**src/rtl/trace_uart_fifo_pkg.sv**
```systemverilog
// Shared system-control definitions: IO register offsets and the trace drain FSM encoding.
package trace_uart_fifo_pkg;

  localparam logic [11:0] TRACE_REG  = 12'h000;
  localparam logic [11:0] BG_COLOR   = 12'h004;
  localparam logic [11:0] SYS_STATUS = 12'h008;

  localparam int unsigned DATA_W        = 8;
  localparam int unsigned DEFAULT_DEPTH = 16;

  typedef enum logic [1:0] {
    S_IDLE   = 2'd0,
    S_SETTLE = 2'd1,
    S_WAIT   = 2'd2
  } drain_state_t;

endpackage

```
**src/rtl/trace_uart_fifo_if.sv**
```systemverilog
// Trace FIFO bus: IO-decode write side, uart handshake side and status outputs.
interface trace_uart_fifo_if
  import trace_uart_fifo_pkg::*;
#(
  parameter int unsigned DEPTH = DEFAULT_DEPTH
);

  localparam int unsigned LW = $clog2(DEPTH) + 1;

  logic              wr_valid_i;
  logic [DATA_W-1:0] wr_data_i;
  logic              clr_overflow_i;
  logic              uart_busy_i;
  logic              uart_wr_strobe_o;
  logic [DATA_W-1:0] uart_data_o;
  logic [LW-1:0]     level_o;
  logic              full_o;
  logic              empty_o;
  logic              idle_o;
  logic              overflow_o;

  modport master (
    output wr_valid_i, wr_data_i, clr_overflow_i, uart_busy_i,
    input  uart_wr_strobe_o, uart_data_o, level_o, full_o, empty_o, idle_o, overflow_o
  );

  modport slave (
    input  wr_valid_i, wr_data_i, clr_overflow_i, uart_busy_i,
    output uart_wr_strobe_o, uart_data_o, level_o, full_o, empty_o, idle_o, overflow_o
  );

endinterface

```
**src/rtl/trace_uart_fifo_sync_fifo.sv**
```systemverilog
// Synchronous FIFO: unreset storage array, wrapping pointers, level-derived full/empty,
// combinational head-of-queue output.
module trace_uart_fifo_sync_fifo #(
  parameter int unsigned WIDTH = 8,
  parameter int unsigned DEPTH = 16
) (
  input  logic                     clk_sys,
  input  logic                     reset_n,
  input  logic                     push_i,
  input  logic [WIDTH-1:0]         push_data_i,
  input  logic                     pop_i,
  output logic [WIDTH-1:0]         head_data_c_o,
  output logic [$clog2(DEPTH):0]   level_o,
  output logic                     full_o,
  output logic                     empty_o
);

  localparam int unsigned AW = $clog2(DEPTH);
  localparam int unsigned LW = AW + 1;

  logic [WIDTH-1:0] mem_q [DEPTH];
  logic [AW-1:0]    wr_ptr_q, wr_ptr_d;
  logic [AW-1:0]    rd_ptr_q, rd_ptr_d;
  logic [LW-1:0]    level_q, level_d;
  logic             full_q, full_d;
  logic             empty_q, empty_d;
  logic             push_ok, pop_ok;

  // Full is judged on the pre-edge level, so a same-cycle pop never makes room for a push.
  assign push_ok = push_i && !full_q;
  assign pop_ok  = pop_i && !empty_q;

  always_comb begin
    wr_ptr_d = wr_ptr_q;
    rd_ptr_d = rd_ptr_q;
    level_d  = level_q;
    if (push_ok) wr_ptr_d = wr_ptr_q + AW'(1);
    if (pop_ok)  rd_ptr_d = rd_ptr_q + AW'(1);
    if (push_ok && !pop_ok)      level_d = level_q + LW'(1);
    else if (!push_ok && pop_ok) level_d = level_q - LW'(1);
    full_d  = (level_d == LW'(DEPTH));
    empty_d = (level_d == '0);
  end

  always_ff @(posedge clk_sys) begin
    if (!reset_n) begin
      wr_ptr_q <= '0;
      rd_ptr_q <= '0;
      level_q  <= '0;
      full_q   <= 1'b0;
      empty_q  <= 1'b1;
    end else begin
      wr_ptr_q <= wr_ptr_d;
      rd_ptr_q <= rd_ptr_d;
      level_q  <= level_d;
      full_q   <= full_d;
      empty_q  <= empty_d;
    end
  end

  always_ff @(posedge clk_sys) begin
    if (push_ok) mem_q[wr_ptr_q] <= push_data_i;
  end

  assign head_data_c_o = mem_q[rd_ptr_q];
  assign level_o       = level_q;
  assign full_o        = full_q;
  assign empty_o       = empty_q;

endmodule

```
**src/rtl/trace_uart_fifo.sv**
```systemverilog
// Trace character buffer between IO decode and the uart: queues TRACE_REG writes and
// drains them one at a time with a strobe/busy handshake.
module trace_uart_fifo
  import trace_uart_fifo_pkg::*;
#(
  parameter int unsigned DEPTH = DEFAULT_DEPTH
) (
  input  logic             clk_sys,
  input  logic             reset_n,
  trace_uart_fifo_if.slave bus
);

  drain_state_t      state_q, state_d;
  logic              strobe_q, strobe_d;
  logic [DATA_W-1:0] data_q, data_d;
  logic              overflow_q, overflow_d;
  logic [DATA_W-1:0] head_c;
  logic              fifo_full, fifo_empty;
  logic              pop_c;

  trace_uart_fifo_sync_fifo #(
    .WIDTH (DATA_W),
    .DEPTH (DEPTH)
  ) u_fifo (
    .clk_sys       (clk_sys),
    .reset_n       (reset_n),
    .push_i        (bus.wr_valid_i),
    .push_data_i   (bus.wr_data_i),
    .pop_i         (pop_c),
    .head_data_c_o (head_c),
    .level_o       (bus.level_o),
    .full_o        (fifo_full),
    .empty_o       (fifo_empty)
  );

  // Drain FSM: SETTLE covers the cycle before the uart raises busy after a strobe.
  always_comb begin
    state_d  = state_q;
    strobe_d = 1'b0;
    data_d   = data_q;
    pop_c    = 1'b0;
    unique case (state_q)
      S_IDLE: begin
        if (!fifo_empty && !bus.uart_busy_i) begin
          pop_c    = 1'b1;
          strobe_d = 1'b1;
          data_d   = head_c;
          state_d  = S_SETTLE;
        end
      end
      S_SETTLE: state_d = S_WAIT;
      S_WAIT: begin
        if (!bus.uart_busy_i) state_d = S_IDLE;
      end
      default: state_d = S_IDLE;
    endcase
  end

  // Sticky drop flag; a new drop outranks a same-cycle clear.
  always_comb begin
    overflow_d = overflow_q;
    if (bus.wr_valid_i && fifo_full) overflow_d = 1'b1;
    else if (bus.clr_overflow_i)     overflow_d = 1'b0;
  end

  always_ff @(posedge clk_sys) begin
    if (!reset_n) begin
      state_q    <= S_IDLE;
      strobe_q   <= 1'b0;
      data_q     <= '0;
      overflow_q <= 1'b0;
    end else begin
      state_q    <= state_d;
      strobe_q   <= strobe_d;
      data_q     <= data_d;
      overflow_q <= overflow_d;
    end
  end

  assign bus.uart_wr_strobe_o = strobe_q;
  assign bus.uart_data_o      = data_q;
  assign bus.full_o           = fifo_full;
  assign bus.empty_o          = fifo_empty;
  assign bus.overflow_o       = overflow_q;
  assign bus.idle_o           = fifo_empty && (state_q == S_IDLE) && !bus.uart_busy_i;

endmodule

```
**src/flat_wrapper.sv**
```systemverilog
// flat-port wrapper written by rule: the top's interface ports become plain ports
module trace_uart_fifo_flat import trace_uart_fifo_pkg::*;
#(
  parameter int unsigned DEPTH = DEFAULT_DEPTH
)
  (clk_sys, reset_n, bus_wr_valid_i, bus_wr_data_i, bus_clr_overflow_i, bus_uart_busy_i, bus_uart_wr_strobe_o, bus_uart_data_o, bus_level_o, bus_full_o, bus_empty_o, bus_idle_o, bus_overflow_o);
  trace_uart_fifo_if #(.DEPTH(DEPTH)) bus_i ();
  input  logic clk_sys;
  input  logic reset_n;
  input wire logic [$bits(bus_i.wr_valid_i)-1:0] bus_wr_valid_i;
  input wire logic [$bits(bus_i.wr_data_i)-1:0] bus_wr_data_i;
  input wire logic [$bits(bus_i.clr_overflow_i)-1:0] bus_clr_overflow_i;
  input wire logic [$bits(bus_i.uart_busy_i)-1:0] bus_uart_busy_i;
  output wire logic [$bits(bus_i.uart_wr_strobe_o)-1:0] bus_uart_wr_strobe_o;
  output wire logic [$bits(bus_i.uart_data_o)-1:0] bus_uart_data_o;
  output wire logic [$bits(bus_i.level_o)-1:0] bus_level_o;
  output wire logic [$bits(bus_i.full_o)-1:0] bus_full_o;
  output wire logic [$bits(bus_i.empty_o)-1:0] bus_empty_o;
  output wire logic [$bits(bus_i.idle_o)-1:0] bus_idle_o;
  output wire logic [$bits(bus_i.overflow_o)-1:0] bus_overflow_o;
  assign bus_i.wr_valid_i = bus_wr_valid_i;
  assign bus_i.wr_data_i = bus_wr_data_i;
  assign bus_i.clr_overflow_i = bus_clr_overflow_i;
  assign bus_i.uart_busy_i = bus_uart_busy_i;
  assign bus_uart_wr_strobe_o = bus_i.uart_wr_strobe_o;
  assign bus_uart_data_o = bus_i.uart_data_o;
  assign bus_level_o = bus_i.level_o;
  assign bus_full_o = bus_i.full_o;
  assign bus_empty_o = bus_i.empty_o;
  assign bus_idle_o = bus_i.idle_o;
  assign bus_overflow_o = bus_i.overflow_o;
  trace_uart_fifo #(.DEPTH(DEPTH)) u_core (.clk_sys(clk_sys), .reset_n(reset_n), .bus(bus_i));
endmodule
```
**config.mk**
```make
export PLATFORM = sky130hd
export DESIGN_NAME = trace_uart_fifo_flat
export DESIGN_NICKNAME = d
export VERILOG_FILES = /design/src/rtl/trace_uart_fifo_pkg.sv /design/src/rtl/trace_uart_fifo_if.sv /design/src/rtl/trace_uart_fifo_sync_fifo.sv /design/src/rtl/trace_uart_fifo.sv /design/src/flat_wrapper.sv
export SDC_FILE = /design/constraint.sdc
export NUM_CORES = 1
export LEC_CHECK = 0
export ABC_AREA = 1
export CAP_MARGIN = 30
export CORE_ASPECT_RATIO = 0.75
export CORE_MARGIN = 1
export CORE_UTILIZATION = 30
export CTS_CLUSTER_DIAMETER = 120
export CTS_CLUSTER_SIZE = 40
export DETAILED_ROUTE_END_ITERATION = 10
export PLACE_DENSITY = 0.41
export SKIP_LAST_GASP = 1
export SYNTH_ARGS = -nofsm -noshare
export SYNTH_HDL_FRONTEND = slang
export SYNTH_SLANG_ARGS = --single-unit
```
**constraint.sdc**
```tcl
create_clock -name clk_sys -period 3.9 [get_ports clk_sys]
set_clock_uncertainty 0.15 [all_clocks]
set_input_delay 0.78 -clock clk_sys [delete_from_list [all_inputs] [get_ports clk_sys]]
set_output_delay 0.78 -clock clk_sys [all_outputs]
set_load 0.01 [all_outputs]
```
Word-level counts from Yosys, hierarchy flattened
Memory sizes are Yosys's and may differ from the RTL's. A register that Yosys moved wholly into a read port is not among the register bits.
Index checks and enable logic that the tools add are counted.
- bits in registers: 19
- RAM bits: 128
- input port bits: 13
- output and inout bits: 18
- word-level logic and storage cells: 48
- memories: 1
- $add $sub $neg: 4
- equal/unequal tests: 5
- mux-type cells: 11
- reductions and logical operators: 19
- memory list (memory ; depth ; width ; rd ports ; clocked after Yosys merged registers in ; write ports ; RTL line ; text):
    u_core.u_fifo.mem_q ; 16 ; 8 ; 1 ; 1 ; 1 ; trace_uart_fifo_sync_fifo.sv:21 ; logic [WIDTH-1:0] mem_q [DEPTH];
- operators with widths (kind ; count):
    $mux W5 ; 2
    $add A4 B1 Y4 const B ; 2
    $logic_and A1 B1 Y1 ; 8
    $logic_not A1 Y1 ; 6
    $mux W1 ; 6
    $pmux W2 S3 ; 1
    $add A5 B1 Y5 const B ; 1
    $eq A5 B5 Y1 const B ; 1
    $logic_not A5 Y1 ; 1
    $sub A5 B1 Y5 const B ; 1
    $mux W2 ; 2
    $reduce_and A2 Y1 ; 2
    $eq A2 B1 Y1 const B ; 1
    $eq A2 B2 Y1 const B ; 1
    $logic_not A2 Y1 ; 1
    $ne A2 B1 Y1 const B ; 1
    $ne A2 B2 Y1 const B ; 1
    $reduce_bool A2 Y1 ; 1

Logic depth before layout (Yosys ltp)
Gate-level depths: netlist of run 1.
- word-level depth: 9
- gate-level depth with buffers: 12
- mapped depth without buffers: 11

Hierarchy
From an unflattened synthesis of run 1, not the netlist that was laid out.
- cells, all modules: 591
- area, all modules: 6585.1 um2
- by module, submodules not included (module ; times used ; cells an instance ; area an instance (um2) ; seq. area each (um2)):
    trace_uart_fifo_sync_fifo ; 1 ; 520 ; 6063.3 ; 4224.1
    trace_uart_fifo ; 1 ; 71 ; 521.8 ; 240.2

Worst setup path before layout of run 1
No wires, ideal clock.
- path kind: input-to-reg
- from: input bus_wr_valid_i
- to: memory u_core.u_fifo.mem_q[0][0], enable pin
- data arrival time: 1.514 ns
- required time: 3.380 ns
- path slack: 1.866 ns
- stages: 5
- cell sequence: nand2_2 > inv_2 > buf_6 > nand2_1 > nor2_1
- longest elaborated chain between the ends: 3
- RTL lines (what ; RTL line ; text):
    start, declared ; flat_wrapper.sv:10 ; input wire logic [$bits(bus_i.wr_valid_i)-1:0] bus_wr_valid_i;
    $logic_and A1 B1 Y1 ; trace_uart_fifo_sync_fifo.sv:30 ; assign push_ok = push_i && !full_q;
    $mux W1 ; trace_uart_fifo_sync_fifo.sv:62 ; if (push_ok) mem_q[wr_ptr_q] <= push_data_i;
    $mux W1 (implied by the code) ; trace_uart_fifo_sync_fifo.sv:62 ;
    end, declared ; trace_uart_fifo_sync_fifo.sv:21 ;
Every way passes these cells.

Worst setup path after layout of run 1
- from: input bus_uart_busy_i
- to: output bus_idle_o
- longest elaborated chain between the ends: 2
- RTL lines (what ; RTL line ; text):
    start, declared ; flat_wrapper.sv:13 ; input wire logic [$bits(bus_i.uart_busy_i)-1:0] bus_uart_busy_i;
    $logic_not A1 Y1 ; trace_uart_fifo.sv:85 ; assign bus.idle_o = fifo_empty && (state_q == S_IDLE) && !bus.uart_busy_i;
    $logic_and A1 B1 Y1 ; trace_uart_fifo.sv:85 ;
    end, declared ; flat_wrapper.sv:19 ; output wire logic [$bits(bus_i.idle_o)-1:0] bus_idle_o;
Every way passes these cells.

==> key figures, run 1 <==
Status
  • Status: finished, final reports clean

Critical path
  • Worst Path Required: 2.97 ns
  • Critical path depth: 3
  • Critical Path End Type: primary output
  • Reg2Reg Depth: 9
  • CP max stage cell: clkdlybuf4s50_1
  • Critical path's top delay family: buffers and inverters
  • Worst path most repeated cell: clkdlybuf4s50_1
  • Worst-path maximum fanout: 3
  • WS Path Type: in2out
  • Arrival time worst endpoint: 1.93 ns
  • Crit path largest cell delay: 0.54 ns
  • CP Buf/Inv Count: 2
  • Worst path cell trace: clkdlybuf4s50_1, nor2_1, clkdlybuf4s50_1
  • Startpoint types: input port

GRT
  • Gr usage total: 16.7%
  • Remaining Overflow, GRT: 0
  • Initial antenna violation count: 1
  • Number of global-route vias before repair: 4286
  • Largest net degree at the start of global routing: 75
  • First-pass GRT wire length: 25.9 mm

Layout
  • Share of cells above drive strength 1: 7.02%
  • P&R area growth vs syn: 18.5%
  • Register area: 4390 um^2
  • Area occupied by multi-input gates: 1770 um^2
  • # diodes: 0
  • Fill count: 2116
  • Final #Nets: 648
  • Fin util: 36.2%

CTS
  • # Post-CTS Setup Buffers: 0
  • CTS tree: yes
  • Hold buffer count at CTS: 0
  • # clock sinks: 155
  • TritonCTS buffer count: 17
  • Clock buffer depth: 2
  • Clock transition at path regs: 0.06 ns
  • Worst skew pair latency: 0.42 ns
  • H-tree Lvls: 4
  • Clock root cell: clkbuf_16
  • Post-CTS Resized: 0

Synthesis
  • Synth Net Count: 626
  • Synth warn: 0
  • FF+latch count, synth: 155
  • Synth top area cells: edfxtp_1 60%, nor2_1 9.1%, dfxtp_1 8.4%
  • Netlist cell types: 27
  • Post-synth EDFFs: 128
  • Post-synth top area share: 59.6%
  • Synthesized area per cell: 10.6 um^2
  • Yosys top cell by area: edfxtp_1
  • Synth Cell Area: 6450 um^2
  • Seq/Total Area, Yosys: 67.9%
  • Synth Flop Type: edfxtp_1
  • Synthesized instance count: 606
  • Post-synth ARST share: 0%

Floorplan
  • Die H: 129 um
  • Starting Density: 30.5%
  • Num rows: 46
  • Die width: 171 um
  • Total core area: 21100 um^2
  • Io pins: 31
  • Die area: 22100 um^2

STA
  • Final Hold Fails: 0
  • Pins Over Slew Limit: 0
  • Crit path time final: 2.86 ns
  • Worst setup margin: 1.04 ns
  • Worst-margin pin slew: 0.988 ns
  • RSZ-0062 raised after global routing: no
  • Final setup viols: 0
  • Normalized max-slew margin: 33.9%
  • Setup tns final: 0 ns
  • Max Freq: 350 MHz
  • Final worst path period share: 73.3%

Place
  • HPWL Detailed: 11.3 mm
  • Routability-driven placement congestion ratio: 0.826
  • Port Buffers: 30
  • Placement Setup Slack: 0.819 ns

Drt
  • Drt pass-1 iters: 5
  • Vias per inst: 4.78
  • DRT Wirelength: 17.3 mm
  • Vias: 4444
  • Wire per inst: 18.6 um
  • DRC Markers: 0
  • Post-DRT Antenna Nets: 0
  • Initial drt markers: 471

Pwr
  • Sw Share: 26.5%
  • Sw power: 1.19 mW
  • Pwr per Cell Area: 588 nW/um^2
  • Max VDD drop: 0.271 mV
  • Design Power: 4.50 mW
  • Seq pwr share: 42.7%
  • Leak Pwr: 2.67 nW
  • Internal: 3.30 mW
  • Combinational Power Share: 16.9%
  • Clock share of power: 40.4%

Hold path
  • Worst hold path class: reg2reg
  • Hold Path Depth: 2

Run
  • Max-cap violations: 0
==> cells in the mapped netlist, types with 6 or more instances <==
| cell type | count |
|---|---|
| a21oi_1 | 11 |
| buf_2 | 16 |
| clkbuf_1 | 6 |
| dfxtp_1 | 27 |
| edfxtp_1 | 128 |
| ha_1 | 7 |
| inv_1 | 30 |
| inv_2 | 6 |
| nand2_1 | 57 |
| nand3_1 | 69 |
| nor2_1 | 156 |
| o211ai_1 | 8 |
| o21ai_0 | 18 |
| o21ai_1 | 43 |
==> layout by cell type (no fill, tap or decap), drive strengths merged, types with 8 or more instances in the layout <==
master,count
a21oi,11
clkbuf,21
clkdlybuf4s50,30
dfxtp,27
edfxtp,128
inv,37
nand2,59
nand3,69
nor2,159
o211ai,8
o21ai,61
==> worst register-to-register path: cells and delay by family (launching register included) <==
| kind | cells | cell delay [ns] |
|---|---|---|
| buffers and inverters | 3 | 0.85 |
| AND/OR/NAND/NOR | 5 | 0.68 |
| flip-flops | 1 | 0.29 |
| AO/OA/AOI/OAI | 1 | 0.19 |
==> path summary, 6_finish.rpt <==
check | start | endpoint | slack (ns)
setup / recovery | bus_uart_busy_i | bus_idle_o | 1.04
setup reg to reg | u_core.u_fifo.rd_ptr_q[1] | u_core.bus.uart_data_o[5] | 1.63
hold / removal | u_core.bus.overflow_o | u_core.bus.overflow_o | 0.32
hold reg to reg | u_core.bus.overflow_o | u_core.bus.overflow_o | 0.32
==> through the flow <==
step / hold slack [ns] / cells / cell area [um^2]
after floorplan: 0.327 / 606 / 6450
after global placement: 0.303 / 896 / 6970
after detailed placement: 0.315 / 896 / 6970
after CTS: 0.329 / 928 / 7620
after global routing: 0.356 / 929 / 7640
final: 0.322 / 929 / 7640
==> sequential cells by signal, indices dropped and copies added, names as in the netlist <==
register,cells
u_core.u_fifo.full_o,1
u_core.u_fifo.wr_ptr_q,4
u_core.bus.uart_data_o,8
u_core.u_fifo.level_o,5
u_core.u_fifo.mem_q,128
u_core.u_fifo.empty_o,1
u_core.u_fifo.rd_ptr_q,4
u_core.bus.overflow_o,1
u_core.bus.uart_wr_strobe_o,1
u_core.state_q,2
==> logic make-up after synthesis <==
group / after synthesis / share of synthesized area [%]
buf+inv: 67 / 4.61
fa+ha+maj: 7 / 1.36
simple gates: 295 / 19.3
compound gates: 81 / 6.63
flops: 155 / 67.9
xor+xnor: 1 / 0.136
==> power groups by stage <==
stage               Combinational (mW)  Sequential, mW  Clock (mW)
floorplan                        0.479            1.96           0
global placement                 0.746            1.95           0
detailed placement               0.751            1.95           0
CTS                              0.754            1.92        1.85
global route                     0.856            1.93        1.93
finish                           0.759            1.92        1.82
==> routing by layer <==
| metal | wire length (um) | GRT usage, % |
|---|---|---|
| met1 | 8600 | 24.6 |
| met2 | 7530 | 24.3 |
| met3 | 890 | 3.24 |
| met4 | 277 | 5.93 |
| met5 | 0 | 0 |
==> cell type report <==
type,count,share of cell area (%)
Clock inverter,11,2.52
Multi-Input combinational cell,384,23.2
Sequential cell,155,57.4
Inverter,37,1.82
Clock buffer,21,6.02
Timing Repair Buffer,33,4.39
Tap cell,288,4.71
Note: power is estimated with default switching activity, not from simulation.
==> inputs of run 2 (changes only) <==
--- a/config.mk
+++ b/config.mk
@@ -13,7 +13,7 @@
 export CTS_CLUSTER_DIAMETER = 120
 export CTS_CLUSTER_SIZE = 40
 export DETAILED_ROUTE_END_ITERATION = 10
-export PLACE_DENSITY = 0.41
+export PLACE_DENSITY = 0.43
 export SKIP_LAST_GASP = 1
 export SYNTH_ARGS = -nofsm -noshare
 export SYNTH_HDL_FRONTEND = slang
==> constraint.sdc (replaced) <==
create_clock -name clk_sys -period 2.6 [get_ports clk_sys]
set_clock_uncertainty 0.15 [all_clocks]
set_input_delay 0.52 -clock clk_sys [delete_from_list [all_inputs] [get_ports clk_sys]]
set_output_delay 0.52 -clock clk_sys [all_outputs]
set_load 0.01 [all_outputs]
==> run 2 against run 1 <==
  * Clock power increased by 41%
  * Worst setup slack lost 0.79 ns
  * Combinational power up 54%
  * Clock-buffer cell count shrank 1
  * Highest routed layer unchanged
  * Critical path type unchanged
  * Global-route usage fell by 0.17 points
  * Routed wire length fell by 1.9%
  * Total power rose by 47%
  * Via count is 0.47% lower
  * Hold slack worse by 0.0051 ns
==> key figures, run 2 (synthesis results as in run 1) <==
Status
  • Status: finished, final reports clean

Place
  • Port Buffers: 30 (unchanged)
  • Placement Setup Slack: 0.136 ns (-0.682 ns)
  • Routability-driven placement congestion ratio: 0.806 (-2.4%)
  • Placed instance area: 7240 um^2 (+3.8%)
  • HPWL Detailed: 11.2 mm (-1.6%)

Critical path
  • Startpoint types: input port
  • R2R setup slack: 0.72 ns (-0.91 ns)
  • Reg2Reg Depth: 9 (unchanged)
  • Worst-path maximum fanout: 3 (unchanged)
  • Worst Path Required: 1.93 ns (-1.04 ns)
  • Arrival time worst endpoint: 1.68 ns (-0.25 ns)
  • RR Startpoint: u_core.u_fifo.rd_ptr_q[1]
  • Reg-to-reg endpoint: u_core.bus.uart_data_o[7]
  • Critical Path End Type: primary output
  • WS Path Type: in2out

Layout
  • Cell area after layout: 7850 um^2 (+2.6%)
  • Fill count: 2122 (+0.28%)
  • Commonest non-fill, non-tap cells in the layout: 156 x nor2_1, 128 x edfxtp_1, 69 x nand3_1
  • Commonest non-fill, non-tap cell in the layout: nor2_1
  • Biggest register: u_core.u_fifo.mem_q
  • P&R area growth vs syn: 21.6%
  • Fin util: 37.1% (+0.95 points)
  • # diodes: 0 (unchanged)
  • Share of cells above drive strength 1: 11.2% (+4.1 points)
  • Area occupied by multi-input gates: 1770 um^2 (unchanged)
  • Max FFs per register: 128 (unchanged)
  • Register area: 4390 um^2 (unchanged)
  • Final #Nets: 679 (+4.8%)

STA
  • Hold WS: 0.317 ns (-0.00512 ns)
  • Final worst path period share: 90.3%
  • Final setup viols: 0 (unchanged)
  • Final Hold Fails: 0 (unchanged)
  • Pins Over Slew Limit: 0 (unchanged)
  • Normalized max-slew margin: 69.6% (+36 points)
  • RSZ-0062 raised after global routing: no
  • Max Freq: 426 MHz
  • Worst-margin pin slew: 0.455 ns (-0.533 ns)
  • Setup tns final: 0 ns (unchanged)
  • Crit path time final: 2.35 ns
  • Worst setup margin: 0.252 ns (-0.791 ns)

GRT
  • Initial antenna violation count: 0 (-1)
  • Gr usage total: 16.5% (-0.17 points)
  • Largest net degree at the start of global routing: 75 (unchanged)
  • First-pass GRT wire length: 25.9 mm (about the same)
  • Number of global-route vias before repair: 4278 (-0.19%)
  • Remaining Overflow, GRT: 0 (unchanged)

CTS
  • Clock transition at path regs: 0.06 ns (about the same)
  • Clock root cell: clkbuf_16
  • CTS tree: yes
  • Clock buffer depth: 2 (unchanged)
  • Post-CTS Resized: 0 (unchanged)
  • H-tree Lvls: 4 (unchanged)
  • TritonCTS buffer count: 17 (unchanged)
  • Hold buffer count at CTS: 0 (unchanged)
  • # clock sinks: 155 (unchanged)
  • # Post-CTS Setup Buffers: 0 (unchanged)
  • Worst skew pair latency: 0.42 ns (about the same)

Floorplan
  • Die area: 22100 um^2 (unchanged)
  • Starting Density: 30.5% (unchanged)
  • Die H: 129 um (unchanged)
  • Total core area: 21100 um^2 (unchanged)
  • Io pins: 31 (unchanged)
  • Num rows: 46 (unchanged)
  • Die width: 171 um (unchanged)

Hold path
  • Hold Path Depth: 2 (unchanged)
  • Hold Crit Endpoint: u_core.bus.overflow_o
  • Beginning of the worst hold path: u_core.bus.overflow_o
  • Worst hold path class: reg2reg

Run
  • Max-cap violations: 0 (unchanged)

Drt
  • Vias: 4423 (-0.47%)
  • DRT Wirelength: 17.0 mm (-1.9%)
  • Drt pass-1 iters: 5 (unchanged)
  • Vias per inst: 4.61 (-3.7%)
  • DRC Markers: 0 (unchanged)
  • Post-DRT Antenna Nets: 0 (unchanged)
  • Wire per inst: 17.7 um (-5.0%)
  • Initial drt markers: 421 (-11%)

Pwr
  • Pwr per Cell Area: 844 nW/um^2 (+44%)
  • Max VDD drop: 0.376 mV (+39%)
  • Leak Pwr: 2.81 nW (+5.4%)
run 2: cell types whose count changed in the layout (fill, tap and decap cells not counted), sizes merged:
cell,delta
inv,-1
clkinv,+3
bufinv,-1
buf,+31
clkbuf,-1
run 2: where the power goes:
| part | leakage [nW] | total, mW | switching (mW) | internal (mW) |
|---|---|---|---|---|
| Clock | 0.294 | 2.57 | 0.972 | 1.60 |
| Combinational | 1.14 | 1.17 | 0.741 | 0.430 |
| Sequential | 1.38 | 2.88 | 0.0787 | 2.80 |
| Total | 2.81 | 6.62 | 1.79 | 4.83 |
run 2: per-layer routing:
layer / routed length, um / up-vias / global-route usage, %
met5: 0 / - / 0
met4: 94 / 0 / 5.04
met3: 934 / 5 / 4.09
met2: 7190 / 101 / 23.6
met1: 8760 / 2130 / 24.5
li1: - / 2187 / -
run 2: worst max-delay path by stage:
| stage | startpoint | end | slack, ns | cells past startpoint |
|---|---|---|---|---|
| 6_report | bus_uart_busy_i | bus_idle_o | 0.25 | 3 |
| 5_1_grt | u_core.state_q[1] | bus_idle_o | 0.19 | 4 |
| 4_1_cts | bus_uart_busy_i | bus_idle_o | 0.24 | 3 |
| 3_5_place_dp | bus_wr_valid_i | u_core.u_fifo.mem_q[1][6] | 0.14 | 6 |
| 3_3_place_gp | bus_wr_valid_i | u_core.u_fifo.mem_q[13][5] | 0.18 | 6 |
| 2_1_floorplan | bus_wr_valid_i | u_core.u_fifo.mem_q[0][0] | 0.83 | 5 |
run 2: layout make-up:
class / count / share of cell area (%)
clock buffers: 20 / 5.57
clock inverters: 12 / 2.20
inverters: 37 / 1.77
multi-input cells: 384 / 22.6
flip-flops and latches: 155 / 55.9
well taps: 288 / 4.59
repair buffers: 64 / 7.40
run 2: stage by stage:
step | cells | power [mW]
2_1_floorplan | 606 | 3.66
5_1_grt | 960 | 6.93
3_3_place_gp | 928 | 4.10
6_report | 960 | 6.62
3_5_place_dp | 928 | 4.10
4_1_cts | 960 | 6.67
run 2: critical path, stage by stage:
cell,delay [ns]
clkdlybuf4s50_1,0.49
nor2_1,0.13
clkdlybuf4s50_1,0.53
==> inputs of run 3 (changes only) <==
--- a/config.mk
+++ b/config.mk
@@ -6,8 +6,7 @@
 export NUM_CORES = 1
 export LEC_CHECK = 0
 export ABC_AREA = 1
-export CAP_MARGIN = 30
-export CORE_ASPECT_RATIO = 0.75
+export CAP_MARGIN = 20
 export CORE_MARGIN = 1
 export CORE_UTILIZATION = 30
 export CTS_CLUSTER_DIAMETER = 120
==> run 3 against run 2 <==
  * Sequential power hardly changed
  * Via count fell by 1.2%
  * Critical path depth unchanged
  * Register-to-register slack got worse by 0.05 ns
  * Final cell count fell by 1.9%
  * Total power fell by 2.4%
  * Routed wire length shrank 3.8%
  * Clock power is 5% lower
  * Highest routed layer unchanged
==> key figures, run 3 (synthesis results as in run 1) <==
Status
  • Status: finished, final reports clean

Hold path
  • Hold Path Depth: 2 (unchanged)
  • Worst hold path class: reg2reg
  • Beginning of the worst hold path: u_core.bus.overflow_o
  • Hold Crit Endpoint: u_core.bus.overflow_o

Floorplan
  • Starting Density: 30.7% (+0.15 points)
  • Die area: 22100 um^2 (about the same)
  • Num rows: 53 (+15%)
  • Io pins: 31 (unchanged)
  • Die width: 149 um (-13%)
  • Total core area: 21000 um^2 (-0.48%)
  • Die H: 149 um (+15%)

Pwr
  • Max VDD drop: 0.414 mV (+10%)
  • Design Power: 6.46 mW (-2.4%)
  • Pwr per Cell Area: 832 nW/um^2 (-1.4%)
  • Leak Pwr: 2.77 nW (-1.5%)

Critical path
  • Startpoint types: input port
  • Reg-to-reg endpoint: u_core.bus.uart_data_o[7]
  • Reg2Reg Depth: 8 (-1)
  • Worst-path maximum fanout: 3 (unchanged)
  • RR Startpoint: u_core.u_fifo.rd_ptr_q[1]
  • Arrival time worst endpoint: 1.67 ns (about the same)
  • WS Path Type: in2out
  • Worst Path Required: 1.93 ns (about the same)
  • R2R setup slack: 0.67 ns (-0.05 ns)
  • Critical Path End Type: primary output

STA
  • Hold WS: 0.319 ns (+0.00254 ns)
  • Setup tns final: 0 ns (unchanged)
  • RSZ-0062 raised after global routing: no
  • Final worst path period share: 89.9% (-0.43 points)
  • Pins Over Slew Limit: 0 (unchanged)
  • Normalized max-slew margin: 49.2% (-20 points)
  • Worst-margin pin slew: 0.761 ns (+0.307 ns)
  • Crit path time final: 2.34 ns (-0.0113 ns)
  • Max Freq: 428 MHz (+0.48%)
  • Final Hold Fails: 0 (unchanged)
  • Final setup viols: 0 (unchanged)

Layout
  • P&R area growth vs syn: 20.3%
  • Fin cells: 942 (-1.9%)
  • Commonest non-fill, non-tap cell in the layout: nor2_1
  • Fill count: 2071 (-2.4%)
  • Biggest register: u_core.u_fifo.mem_q
  • # diodes: 0 (unchanged)
  • Max FFs per register: 128 (unchanged)
  • Final #Nets: 674 (-0.74%)
  • Share of cells above drive strength 1: 10.9% (-0.22 points)
  • Commonest non-fill, non-tap cells in the layout: 156 x nor2_1, 128 x edfxtp_1, 69 x nand3_1

Place
  • HPWL Detailed: 10.7 mm (-4.0%)
  • Routability-driven placement congestion ratio: 0.791 (-1.8%)
  • Port Buffers: 30 (unchanged)
  • Cells after DPL: 910 (-1.9%)

Drt
  • Wire per inst: 17.3 um (-1.9%)
  • Vias: 4372 (-1.2%)
  • Initial drt markers: 331 (-21%)
  • Vias per inst: 4.64 (+0.74%)
  • DRC Markers: 0 (unchanged)
  • DRT Wirelength: 16.3 mm (-3.8%)
  • Post-DRT Antenna Nets: 0 (unchanged)
  • Drt pass-1 iters: 5 (unchanged)

CTS
  • Clock transition at path regs: 0.06 ns (about the same)
  • H-tree Lvls: 4 (unchanged)
  • CTS tree: yes
  • # Post-CTS Setup Buffers: 0 (unchanged)
  • Clock root cell: clkbuf_16
  • Worst skew pair latency: 0.43 ns (about the same)
  • Post-CTS Resized: 0 (unchanged)
  • TritonCTS buffer count: 17 (unchanged)
  • Hold buffer count at CTS: 0 (unchanged)
  • # clock sinks: 155 (unchanged)
  • Clock buffer depth: 2 (unchanged)

GRT
  • Initial antenna violation count: 0 (unchanged)
  • Largest net degree at the start of global routing: 75 (unchanged)
  • Number of global-route vias before repair: 4414 (+3.2%)
  • Gr usage total: 15.9% (-0.63 points)
  • First-pass GRT wire length: 25.3 mm (-2.5%)
  • Remaining Overflow, GRT: 0 (unchanged)

Run
  • Max-cap violations: 0 (unchanged)
[run 3: cell count changes in the layout (fill, tap and decap cells not counted), sizes merged]
cell	before	now
clkinv	7	5
inv	36	43
clkbuf	20	17
buf	34	29
bufinv	4	1
clkinvlp	2	3
[run 3: final cells by class]
class | count | area [um^2] | share of cell area [%]
clock buffer | 17 | 425 | 5.48
clock inverter | 15 | 156 | 2.01
inverter | 37 | 139 | 1.79
multi-input combinational | 384 | 1770 | 22.8
timing repair buffer | 59 | 543 | 6.99
tap | 275 | 344 | 4.43
sequential | 155 | 4390 | 56.5
[run 3: power breakdown]
group,internal [mW],switching (mW),total [mW]
combinational,0.423,0.725,1.15
sequential,2.80,0.0764,2.87
clock,1.35,1.09,2.44
[run 3: metal layers]
layer  share of wire (%)  vias up  wire length [um]  global-route usage, %
met5                   0        -                 0                      0
met4                0.86        0               141                   4.33
met3                 3.9       12               636                   3.53
met2                  50       74              8190                   26.7
met1                  45     2118              7380                   20.5
li1                    -     2168                 -                      -
[run 3: critical path, cell delays in order]
cell and delay [ns]:
clkdlybuf4s50_1 0.48, nor2_1 0.13, clkdlybuf4s50_1 0.54
[run 3: how the worst max path moves through the flow]
stage | startpoint | end
2_1_floorplan | bus_wr_valid_i | u_core.u_fifo.mem_q[0][0]
3_3_place_gp | bus_wr_valid_i | u_core.u_fifo.mem_q[2][3]
3_5_place_dp | bus_wr_valid_i | u_core.u_fifo.mem_q[2][3]
4_1_cts | bus_uart_busy_i | bus_idle_o
5_1_grt | u_core.state_q[1] | bus_idle_o
6_report | bus_uart_busy_i | bus_idle_o
[run 3: per-stage QoR]
stage                     setup slack, ns  instance area, um^2  utilization (%)
after global placement              0.244                 7180             34.2
after floorplan                     0.826                 6450                -
after global routing                0.192                 7760             36.9
after CTS                           0.248                 7760             36.9
after detailed placement            0.197                 7180             34.2
final                               0.263                 7760             36.9
